### src/rtl/srambank_req_ctrl.sv
// Request sequencer for one synchronous SRAM bank: clears the bank,
// issues one read or write per clock and returns read data through a credited FIFO.
module srambank_req_ctrl #(
    parameter int                ADDR_W    = 8,
    parameter int                DATA_W    = 74,
    parameter int                RSP_DEPTH = 2,
    parameter logic [DATA_W-1:0] INIT_VAL  = '0
) (
    input  logic              clk,
    input  logic              rst_n,
    input  logic              req_valid,
    output logic              req_ready,
    input  logic              req_write,
    input  logic [ADDR_W-1:0] req_addr,
    input  logic [DATA_W-1:0] req_wdata,
    output logic              rsp_valid,
    input  logic              rsp_ready,
    output logic [DATA_W-1:0] rsp_rdata,
    input  logic              init_start,
    output logic              init_done,
    output logic              sram_banksel,
    output logic              sram_read,
    output logic              sram_write,
    output logic [ADDR_W-1:0] sram_addr,
    output logic [DATA_W-1:0] sram_wd,
    input  logic [DATA_W-1:0] sram_dataout
);

    localparam int PW = (RSP_DEPTH > 1) ? $clog2(RSP_DEPTH) : 1;
    localparam int CW = $clog2(RSP_DEPTH + 1);

    typedef enum logic [1:0] {INIT, IDLE, DRAIN} state_t;

    state_t            state, state_nxt;
    logic [ADDR_W-1:0] cnt;
    logic              rd_pending;
    logic [DATA_W-1:0] fifo_mem [RSP_DEPTH];
    logic [PW-1:0]     wr_ptr, rd_ptr;
    logic [CW-1:0]     count;
    logic [CW:0]       used;
    logic              push, pop, credit_ok;
    logic              bank_sel, bank_rd, bank_wr;
    logic [ADDR_W-1:0] bank_addr;
    logic [DATA_W-1:0] bank_wd;

    assign push      = rd_pending;
    assign pop       = rsp_valid & rsp_ready;
    assign rsp_valid = (count != '0);
    assign rsp_rdata = fifo_mem[rd_ptr];

    // A slot freed by this cycle's pop can be reused by a read issued now.
    assign used      = {1'b0, count} + {{CW{1'b0}}, rd_pending} - {{CW{1'b0}}, pop};
    assign credit_ok = (used < (CW+1)'(RSP_DEPTH));

    always_ff @(posedge clk or negedge rst_n) begin
        if (!rst_n) state <= INIT;
        else        state <= state_nxt;
    end

    always_comb begin
        state_nxt = state;
        unique case (state)
            INIT:  if (cnt == '1)  state_nxt = IDLE;
            IDLE:  if (init_start) state_nxt = DRAIN;
            DRAIN: if (!rd_pending) state_nxt = INIT;
            default: state_nxt = INIT;
        endcase
    end

    always_comb begin
        req_ready = 1'b0;
        init_done = 1'b0;
        bank_sel  = 1'b0;
        bank_rd   = 1'b0;
        bank_wr   = 1'b0;
        bank_addr = '0;
        bank_wd   = '0;
        unique case (state)
            INIT: begin
                bank_sel  = 1'b1;
                bank_wr   = 1'b1;
                bank_addr = cnt;
                bank_wd   = INIT_VAL;
            end
            IDLE: begin
                init_done = 1'b1;
                if (!init_start) req_ready = req_write | credit_ok;
                if (req_valid && req_ready) begin
                    bank_sel  = 1'b1;
                    bank_addr = req_addr;
                    if (req_write) begin
                        bank_wr = 1'b1;
                        bank_wd = req_wdata;
                    end else begin
                        bank_rd = 1'b1;
                    end
                end
            end
            default: ;
        endcase
    end

    // The bank must be quiet while reset is held, even though the state is INIT.
    assign sram_banksel = bank_sel & rst_n;
    assign sram_read    = bank_rd & rst_n;
    assign sram_write   = bank_wr & rst_n;
    assign sram_addr    = rst_n ? bank_addr : '0;
    assign sram_wd      = rst_n ? bank_wd : '0;

    always_ff @(posedge clk or negedge rst_n) begin
        if (!rst_n) begin
            cnt        <= '0;
            rd_pending <= 1'b0;
        end else begin
            cnt        <= (state == INIT) ? cnt + 1'b1 : '0;
            rd_pending <= bank_rd;
        end
    end

    always_ff @(posedge clk or negedge rst_n) begin
        if (!rst_n) begin
            wr_ptr <= '0;
            rd_ptr <= '0;
            count  <= '0;
        end else begin
            if (push)
                wr_ptr <= (wr_ptr == PW'(RSP_DEPTH-1)) ? '0 : wr_ptr + 1'b1;
            if (pop)
                rd_ptr <= (rd_ptr == PW'(RSP_DEPTH-1)) ? '0 : rd_ptr + 1'b1;
            count <= count + CW'(push) - CW'(pop);
        end
    end

    always_ff @(posedge clk) begin
        if (push) fifo_mem[wr_ptr] <= sram_dataout;
    end

endmodule

### config.mk
export PLATFORM = sky130hd
export DESIGN_NAME = srambank_req_ctrl
export DESIGN_NICKNAME = d
export VERILOG_FILES = /design/src/rtl/srambank_req_ctrl.sv
export SDC_FILE = /design/constraint.sdc
export NUM_CORES = 1
export LEC_CHECK = 0
export ABC_AREA = 1
export CAP_MARGIN = 15
export CORE_MARGIN = 3
export CORE_UTILIZATION = 40
export DETAILED_ROUTE_END_ITERATION = 8
export PLACE_DENSITY = 0.78
export SYNTH_ARGS = -nofsm -noshare
export SYNTH_HDL_FRONTEND = slang
export SYNTH_SLANG_ARGS = --single-unit
### constraint.sdc
create_clock -name clk -period 12.63 [get_ports clk]
set_clock_uncertainty 0.15 [all_clocks]
set_input_delay 2.526 -clock clk [delete_from_list [all_inputs] [get_ports clk]]
set_output_delay 2.526 -clock clk [all_outputs]
set_load 0.005 [all_outputs]
Word level (Yosys, flattened, before mapping):

Memories as Yosys holds them, arrays and structs flattened.
Index checks and enable logic that the tools add are counted.

* $add $sub $neg: 7
* $lt $le $gt $ge: 1
* equal/unequal tests: 6
* muxes and demuxes: 28
* bitwise gates (word level): 5
* reduce and logical (&&, ||, !) cells: 4

Operator list (count)
* $mux W74: 4
* $mux W8: 3
* $pmux W8 S2: 1
* $mux W1: 14
* $add A8 B1 Y8 const B: 1
* $eq A8 B8 Y1 const B: 1
* $mux W2: 3
* $ne A2 B2 Y1 const B: 3
* $pmux W2 S3: 1
* $and A1 B1 Y1: 4
* $pmux W1 S2: 2
* $add A2 B1 Y3: 1
* $lt A3 B2 Y1 const B: 1
* $reduce_and A3 Y1: 1
* $sub A3 B1 Y3: 1
* $add A1 B1 Y1 const B: 2
* $add A2 B1 Y2: 1
* $eq A2 B1 Y1 const B: 1
* $eq A2 B2 Y1 const B: 1
* $logic_not A2 Y1: 1
* $reduce_bool A2 Y1: 1
* $sub A2 B1 Y2: 1
* $logic_and A1 B1 Y1: 1
* $or A1 B1 Y1: 1

* register bits after elaboration: 15
* memory bits (writable): 148
* bits of input ports: 162
* logic and storage cells: 58
* memories: 1

Memory list
* fifo_mem: words 2, bits a word 74, rd ports 1, clocked after Yosys merged registers in 0, write ports 1, line 37 `logic [DATA_W-1:0] fifo_mem [RSP_DEPTH];`

Depth between registers and ports, before layout:

Gate-level depths: netlist (run 1).

* depth in word-level cells: 11
* mapped depth: 13
* gate-level depth less buffers: 13

Worst setup path after synthesis (run 1):

Ideal clock, no wire load.

* kind: input -> output
* start point: in rsp_ready
* end point: out sram_addr[0]
* arrival time: 4125 ps
* data required time: 9954 ps
* path slack: 5829 ps
* stages: 11
* buffers on the path: 0
* cell sequence: nand2_1 > inv_1 > ha_1 > inv_1 > ha_1 > fa_1 > inv_1 > nand3_1 > nand2_1 > nand4_1 > a21oi_1

* cells in the longest elaborated chain, start to end: 10

Ends and longest elaborated chain
* from (decl): line 17 `input logic rsp_ready,`
* $and A1 B1 Y1: line 47 `assign pop = rsp_valid & rsp_ready;`
* net pop: line 41 `logic push, pop, credit_ok;`
* $sub A3 B1 Y3: line 52 `assign used = {1'b0, count} + {{CW{1'b0}}, rd_pending} - {{CW{1'b0}}, pop};`
* net used[1]: line 40 `logic [CW:0] used;`
* $lt A3 B2 Y1: line 53 `assign credit_ok = (used < (CW+1)'(RSP_DEPTH));`
* $or A1 B1 Y1: line 87 `if (!init_start) req_ready = req_write | credit_ok;`
* $mux W1: line 87
* $mux W1: line 78 `unique case (state)`
* $logic_and A1 B1 Y1: line 88 `if (req_valid && req_ready) begin`
* $mux W8: line 88
* $pmux W8 S2: line 78
* $mux W8: line 107 `assign sram_addr = rst_n ? bank_addr : '0;`
* to (decl): line 24 `output logic [ADDR_W-1:0] sram_addr,`

The timed path passes the listed nets, and every way through them passes these cells. The select of a mux whose other input is x is not followed.

Final worst setup path (run 1):

* start point: in rst_n
* end point: out sram_wd[39]

* cells in the longest elaborated chain, start to end: 1

Ends and longest elaborated chain
* from (decl): line 10 `input logic rst_n,`
* $mux W74: line 108 `assign sram_wd = rst_n ? bank_wd : '0;`
* to (decl): line 25 `output logic [DATA_W-1:0] sram_wd,`

No other way between the ends.

==> impl_metrics.tcl, run 1 <==
set metrics [dict create \
    initial_core_util 0.4099 \
    cp_cell_sequence "clkdlybuf4s50_1 -> nand2_4 -> buf_4 -> nor2_4 -> clkdlybuf4s50_1" \
    synth_warnings 0 \
    clockBufferDepth 2 \
    end_kind "primary output" \
    synth_top_area_cell "edfxtp_1" \
    synth_area_per_cell_sq_um 11.18 \
    grt_usage 0.1878 \
    critPathMaxStageDelay_ns 0.88 \
    status "completed" \
    slew_headroom 0.3369 \
    fill_cells 1381 \
    cpMostUsedCell "clkdlybuf4s50_1" \
    critPathMaxFanout 40 \
    synthTopCellsByArea "edfxtp_1 (60%), nand2_1 (12%), nor2_4 (9.3%)" \
    netlist_area_sq_um 7388 \
    worstSetupStartpointType "input port" \
    fp.dieH_um 141.9 \
    io_buffers 323 \
    dp.cells 1191 \
    cts_tree "built" \
    dp_hpwl_um 14160 \
    peakVddDrop_uv 126.4 \
    worst_slack_ns 4.302 \
    cts.sinks 163 \
    post-place-ws_ns 4.238 \
    powerDensity_nw_per_um2 140.7 \
    num-nets-final 1147 \
    setup_viol_count_final 0 \
    maxCapViolCount 0 \
    crit_slowest_cell "buf_4" \
    p_comb_frac 0.307 \
    globalplace.congestion 0.8871 \
    crit_type "in2out" \
    synth_fp_nets 827 \
    switchingPower_uw 438.6 \
    grt_max_degree 76 \
    syn2layout_area_growth_pct 53.53 \
    crit_family "buffers and inverters" \
    path_clk_slew_ns 0.06 \
    hold_viol_final 0 \
    cts_buffers 17 \
    antenna_cells 0 \
    antenna_found_initial 0 \
    core_area_sq_um 18020 \
    synth_cell_types 24 \
    grt_pass1_wl_um 29050 \
    fp.dieArea_sq_um 20140 \
    via_per_inst 4.511 \
    worst_skew_pair.late_latency_ns 0.41 \
    postCtsSetupBuffers 0 \
    die_x_um 141.9 \
    timing.setup.tns_ns 0 \
    ys_ff_latch 163 \
    p_leak_uw 0.004554 \
    overflow 0 \
    worstMarginPinSlew_ns 0.9947 \
    switching_share 0.2748 \
    rows 49 \
    rsz0062_at_grt "false" \
    ys_seq_area_frac 0.6523 \
    first_iter_violations 213 \
    final_layout_size_suffix_gt1_frac 0.1046 \
    synth_cells 661 \
    min_period_over_period 0.6593 \
    ios 324 \
    p_int_uw 1158 \
    arrival_ns 5.65 \
    htreeDepth 4 \
    finish.utilization 0.6293 \
    synth_top_area_frac 0.6015 \
    pwr-share-clk 0.319 \
    hold_class "reg2reg" \
    wl_per_cell_um 15.88 \
    drtAntennaViolNets 0 \
    cts-root-buf "clkbuf_16" \
    via_count 5517 \
    critPathBufInv 3 \
    cts_resized 0 \
    cts_hold_buf 0 \
    first_pass_iters 4 \
    p_seq_frac 0.374 \
    grt_pass1_vias 5444 \
    drt-total-wl_um 19430 \
    min_period_ns 8.328 \
    worstPathRequired_ns 9.95 \
    route.detailed.drc 0 \
    max_freq_ghz 0.1201 \
    stdcell_count 1223 \
    drv_slew 0 \
]
[placed cells by master, fill, tap and decap left out, drive strengths merged]
cell type      instances
clkdlybuf4s50        323
clkinvlp               3
a21oi                 13
o31ai                  1
nor4                   1
buf                    5
bufinv                 3
xor2                   3
nand3                  5
nor3                   1
clkbuf                18
inv                   97
nand4                  8
or2                    1
o21ai                  4
dfrtp                 15
ha                     3
edfxtp               148
clkinv                 7
nand2                245
fa                     1
nor2                  89
[power by group through the flow]
stage | Combinational, uW | Sequential (uW) | Clock (uW)
2_1_floorplan | 191 | 608 | 0
3_3_place_gp | 488 | 608 | 0
3_5_place_dp | 494 | 608 | 0
4_1_cts | 499 | 597 | 518
5_1_grt | 538 | 597 | 545
6_report | 490 | 597 | 509
[path summary, 6_finish.rpt]
path / startpoint / to / slack (ns) / cells after the start
max: rst_n / sram_wd[39] / 4.30 / 5
min: push$_DFF_PN0_ / wr_ptr$_DFFE_PN0P_ / 0.34 / 1
max reg2reg: count[1]$_DFF_PN0_ / push$_DFF_PN0_ / 10.00 / 12
min reg2reg: push$_DFF_PN0_ / wr_ptr$_DFFE_PN0P_ / 0.34 / 1
max in group asynchronous: rst_n / rd_ptr$_DFFE_PN0P_ / 9.38 / 1
min in group asynchronous: rst_n / state[0]$_DFFE_PN0P_ / 2.42 / 1
[cells by family (layout without fill, tap and decap cells)]
group                      Yosys count  in the layout  synth area share
and+or+nand+nor                    350            350            0.2462
DFF                                163            163            0.6523
buffers and inverters              123            456           0.07705
AOI/OAI and AO/OA                   18             18           0.01304
adders and majority gates            4              4          0.007791
xor gates and xnor gates             3              3          0.003557
[synthesized netlist by cell type]
cell and n:
fa_1 1, o31ai_1 1, buf_12 6, nor4_4 1
inv_1 95, nand4_1 8, nor2_1 28, ha_1 3
dfrtp_1 15, clkbuf_1 17, or2_2 1, nand2_1 245
a21oi_1 12, edfxtp_1 148, o21ai_0 4, xor2_1 3
nor3_1 1, buf_1 1, nand3_1 5, nor2_4 61
a21oi_2 1, buf_6 1, inv_2 1, buf_2 2
[sequential cells by signal (all words and copies together), names as in the netlist]
signal / count
state: 2
push: 1
fifo_mem: 148
rd_ptr: 1
count: 2
cnt: 8
wr_ptr: 1
[routing by layer]
metal | up-vias | GRT usage | wire (um)
met4 | 0 | 0.07273 | 530
met5 | - | 0 | 0
met1 | 2539 | 0.2147 | 7287
met2 | 219 | 0.3323 | 10250
met3 | 38 | 0.05494 | 1362
li1 | 2721 | - | -
[final cells by class]
class | instances | area, sq um | area share
clock inverter | 14 | 161.4 | 0.01423
clock buffer | 18 | 429.2 | 0.03783
tap | 229 | 286.5 | 0.02526
sequential | 163 | 4821 | 0.4250
timing repair buffer | 328 | 3271 | 0.2883
multi-input combinational | 375 | 2014 | 0.1776
inverter | 96 | 360.3 | 0.03177
[worst register-to-register path: cells and delay by family, from the launching register on]
family                   cells  cell delay, ns
AO/OA/AOI/OAI                1            0.19
flip-flops                   1            0.40
buffers and inverters        4            0.23
adder cells (fa/ha/maj)      3            0.90
AND/OR/NAND/NOR              4            0.68
[per-stage QoR]
| step | cell area, sq um | hold WS [ns] | power [uW] |
|---|---|---|---|
| floorplan | 7388 | 0.3026 | 798.7 |
| global placement | 10750 | 0.3263 | 1096 |
| detailed placement | 10750 | 0.3288 | 1102 |
| CTS | 11340 | 0.3440 | 1614 |
| global route | 11340 | 0.3612 | 1681 |
| finish | 11340 | 0.3408 | 1596 |
Power figures use the tool's default switching activity.
==> run 2: changes to the inputs <==
- CORE_UTILIZATION: 40 -> 38
- PLACE_DENSITY: 0.78 -> 0.77
- clock period: 12.63 -> 7.05 ns (I/O delays scaled with it)
==> impl_metrics.tcl, run 2 (same netlist as run 1, synthesis figures left out) <==
set metrics [dict create \
    grt_max_degree 75 \
    num-nets-final 1149 \
    io_buffers 323 \
    slew_headroom 0.3322 \
    overflow 0 \
    arrival_ns 4.20 \
    cp_cell_sequence "clkdlybuf4s50_1 -> nand2_1 -> inv_1 -> ha_1 -> inv_1 -> ha_1 -> fa_1 -> inv_1 -> nand3_1 -> nand2_1 -> nand4_1 -> a21oi_1 -> clkdlybuf4s50_1" \
    largest_reg_flops 148 \
    timing.hold.ws_ns 0.3399 \
    die_x_um 145.4 \
    final_cell_mix "clkdlybuf4s50_1 (323), nand2_1 (244), edfxtp_1 (148), inv_1 (93), nor2_4 (62)" \
    cts_hold_buf 0 \
    crit_type "in2out" \
    ios 324 \
    reg_top3 "fifo_mem (148), cnt (8)" \
    antenna_cells 0 \
    globalplace.congestion 0.8186 \
    maxCapViolCount 0 \
    cts_tree "built" \
    first_pass_iters 4 \
    status "completed" \
    postCtsSetupBuffers 0 \
    cts_resized 0 \
    route.detailed.drc 0 \
    grt_usage 0.2017 \
    syn2layout_area_growth_pct 53.92 \
    placed_area_sq_um 10810 \
    grt_pass1_wl_um 32530 \
    critPathMaxFanout 8 \
    design_area_sq_um 11370 \
    hold_class "reg2reg" \
    via_per_inst 4.475 \
    timing.setup.tns_ns 0 \
    grt_pass1_vias 5597 \
    worstPathRequired_ns 5.49 \
    worstSetupStartpointType "input port" \
    end_kind "primary output" \
    fp.dieArea_sq_um 21150 \
    final_common_cell "clkdlybuf4s50_1" \
    path_clk_slew_ns 0.06 \
    fill_cells 1551 \
    min_period_over_period 0.8164 \
    drtAntennaViolNets 0 \
    cts-root-buf "clkbuf_16" \
    critPathMaxStageDelay_ns 0.52 \
    drt-total-wl_um 21830 \
    via_count 5621 \
    initial_core_util 0.3911 \
    crit_slowest_cell "clkdlybuf4s50_1" \
    worst_skew_pair.late_latency_ns 0.43 \
    rows 50 \
    core_area_sq_um 18890 \
    cpMostUsedCell "inv_1" \
    powerDensity_nw_per_um2 248.9 \
    cts_buffers 17 \
    hold_viol_final 0 \
    clockBufferDepth 2 \
    htreeDepth 4 \
    fp.dieH_um 145.4 \
    setup_viol_count_final 0 \
    max_freq_ghz 0.1737 \
    peakVddDrop_uv 207.6 \
    rsz0062_at_grt "false" \
    wl_per_cell_um 17.38 \
    worstMarginPinSlew_ns 1.002 \
    finish.utilization 0.6019 \
    antenna_found_initial 1 \
    first_iter_violations 285 \
    regMostFlops "fifo_mem" \
    min_period_ns 5.756 \
    cts.sinks 163 \
    p_leak_uw 0.004552 \
    dp_hpwl_um 16350 \
    final_layout_size_suffix_gt1_frac 0.1084 \
    drv_slew 0 \
]
==> run 2: per-stage QoR <==
stage | power (uW) | worst slack (ns) | std cells
5_1_grt | 2985 | 1.153 | 1256
4_1_cts | 2864 | 1.321 | 1256
6_report | 2831 | 1.294 | 1256
2_1_floorplan | 1431 | 2.481 | 661
3_5_place_dp | 1989 | 1.333 | 1224
3_3_place_gp | 1978 | 1.383 | 1224
==> run 2: where the power goes <==
part | internal (uW) | switching (uW)
Sequential | 1060 | 6.17
Clock | 467 | 404
Combinational | 455 | 436
==> run 2: routing by layer <==
metal | share of wire | GRT usage
met1 | 0.36 | 0.2134
met2 | 0.55 | 0.3805
met3 | 0.075 | 0.06727
met4 | 0.020 | 0.05840
met5 | 0.00092 | 0
==> run 2: worst paths after layout <==
check | start | to | slack (ns) | cells after the start
setup / recovery | rsp_ready | sram_addr[2] | 1.29 | 13
hold / removal | state[0]$_DFFE_PN0P_ | state[1]$_DFFE_PN0P_ | 0.34 | 1
setup reg to reg | count[1]$_DFF_PN0_ | push$_DFF_PN0_ | 4.43 | 12
hold reg to reg | state[0]$_DFFE_PN0P_ | state[1]$_DFFE_PN0P_ | 0.34 | 1
max in group asynchronous | rst_n | rd_ptr$_DFFE_PN0P_ | 5.36 | 2
min in group asynchronous | rst_n | cnt[4]$_DFF_PN0_ | 1.16 | 2
==> run 2: final cells by class <==
type	instances	area, sq um	area share
Inverter	96	361.6	0.03180
Multi-Input combinational cell	375	2014	0.1771
Sequential cell	163	4821	0.4239
Clock inverter	14	135.1	0.01188
Timing Repair Buffer	330	3286	0.2889
Tap cell	260	325.3	0.02861
Clock buffer	18	429.2	0.03774
==> run 2: worst max-delay path: cells and delay by family <==
kind / cells / cell delay (ns)
buf+inv: 5 / 1.09
fa+ha+maj: 3 / 0.91
compound gates: 1 / 0.17
simple gates: 4 / 0.61
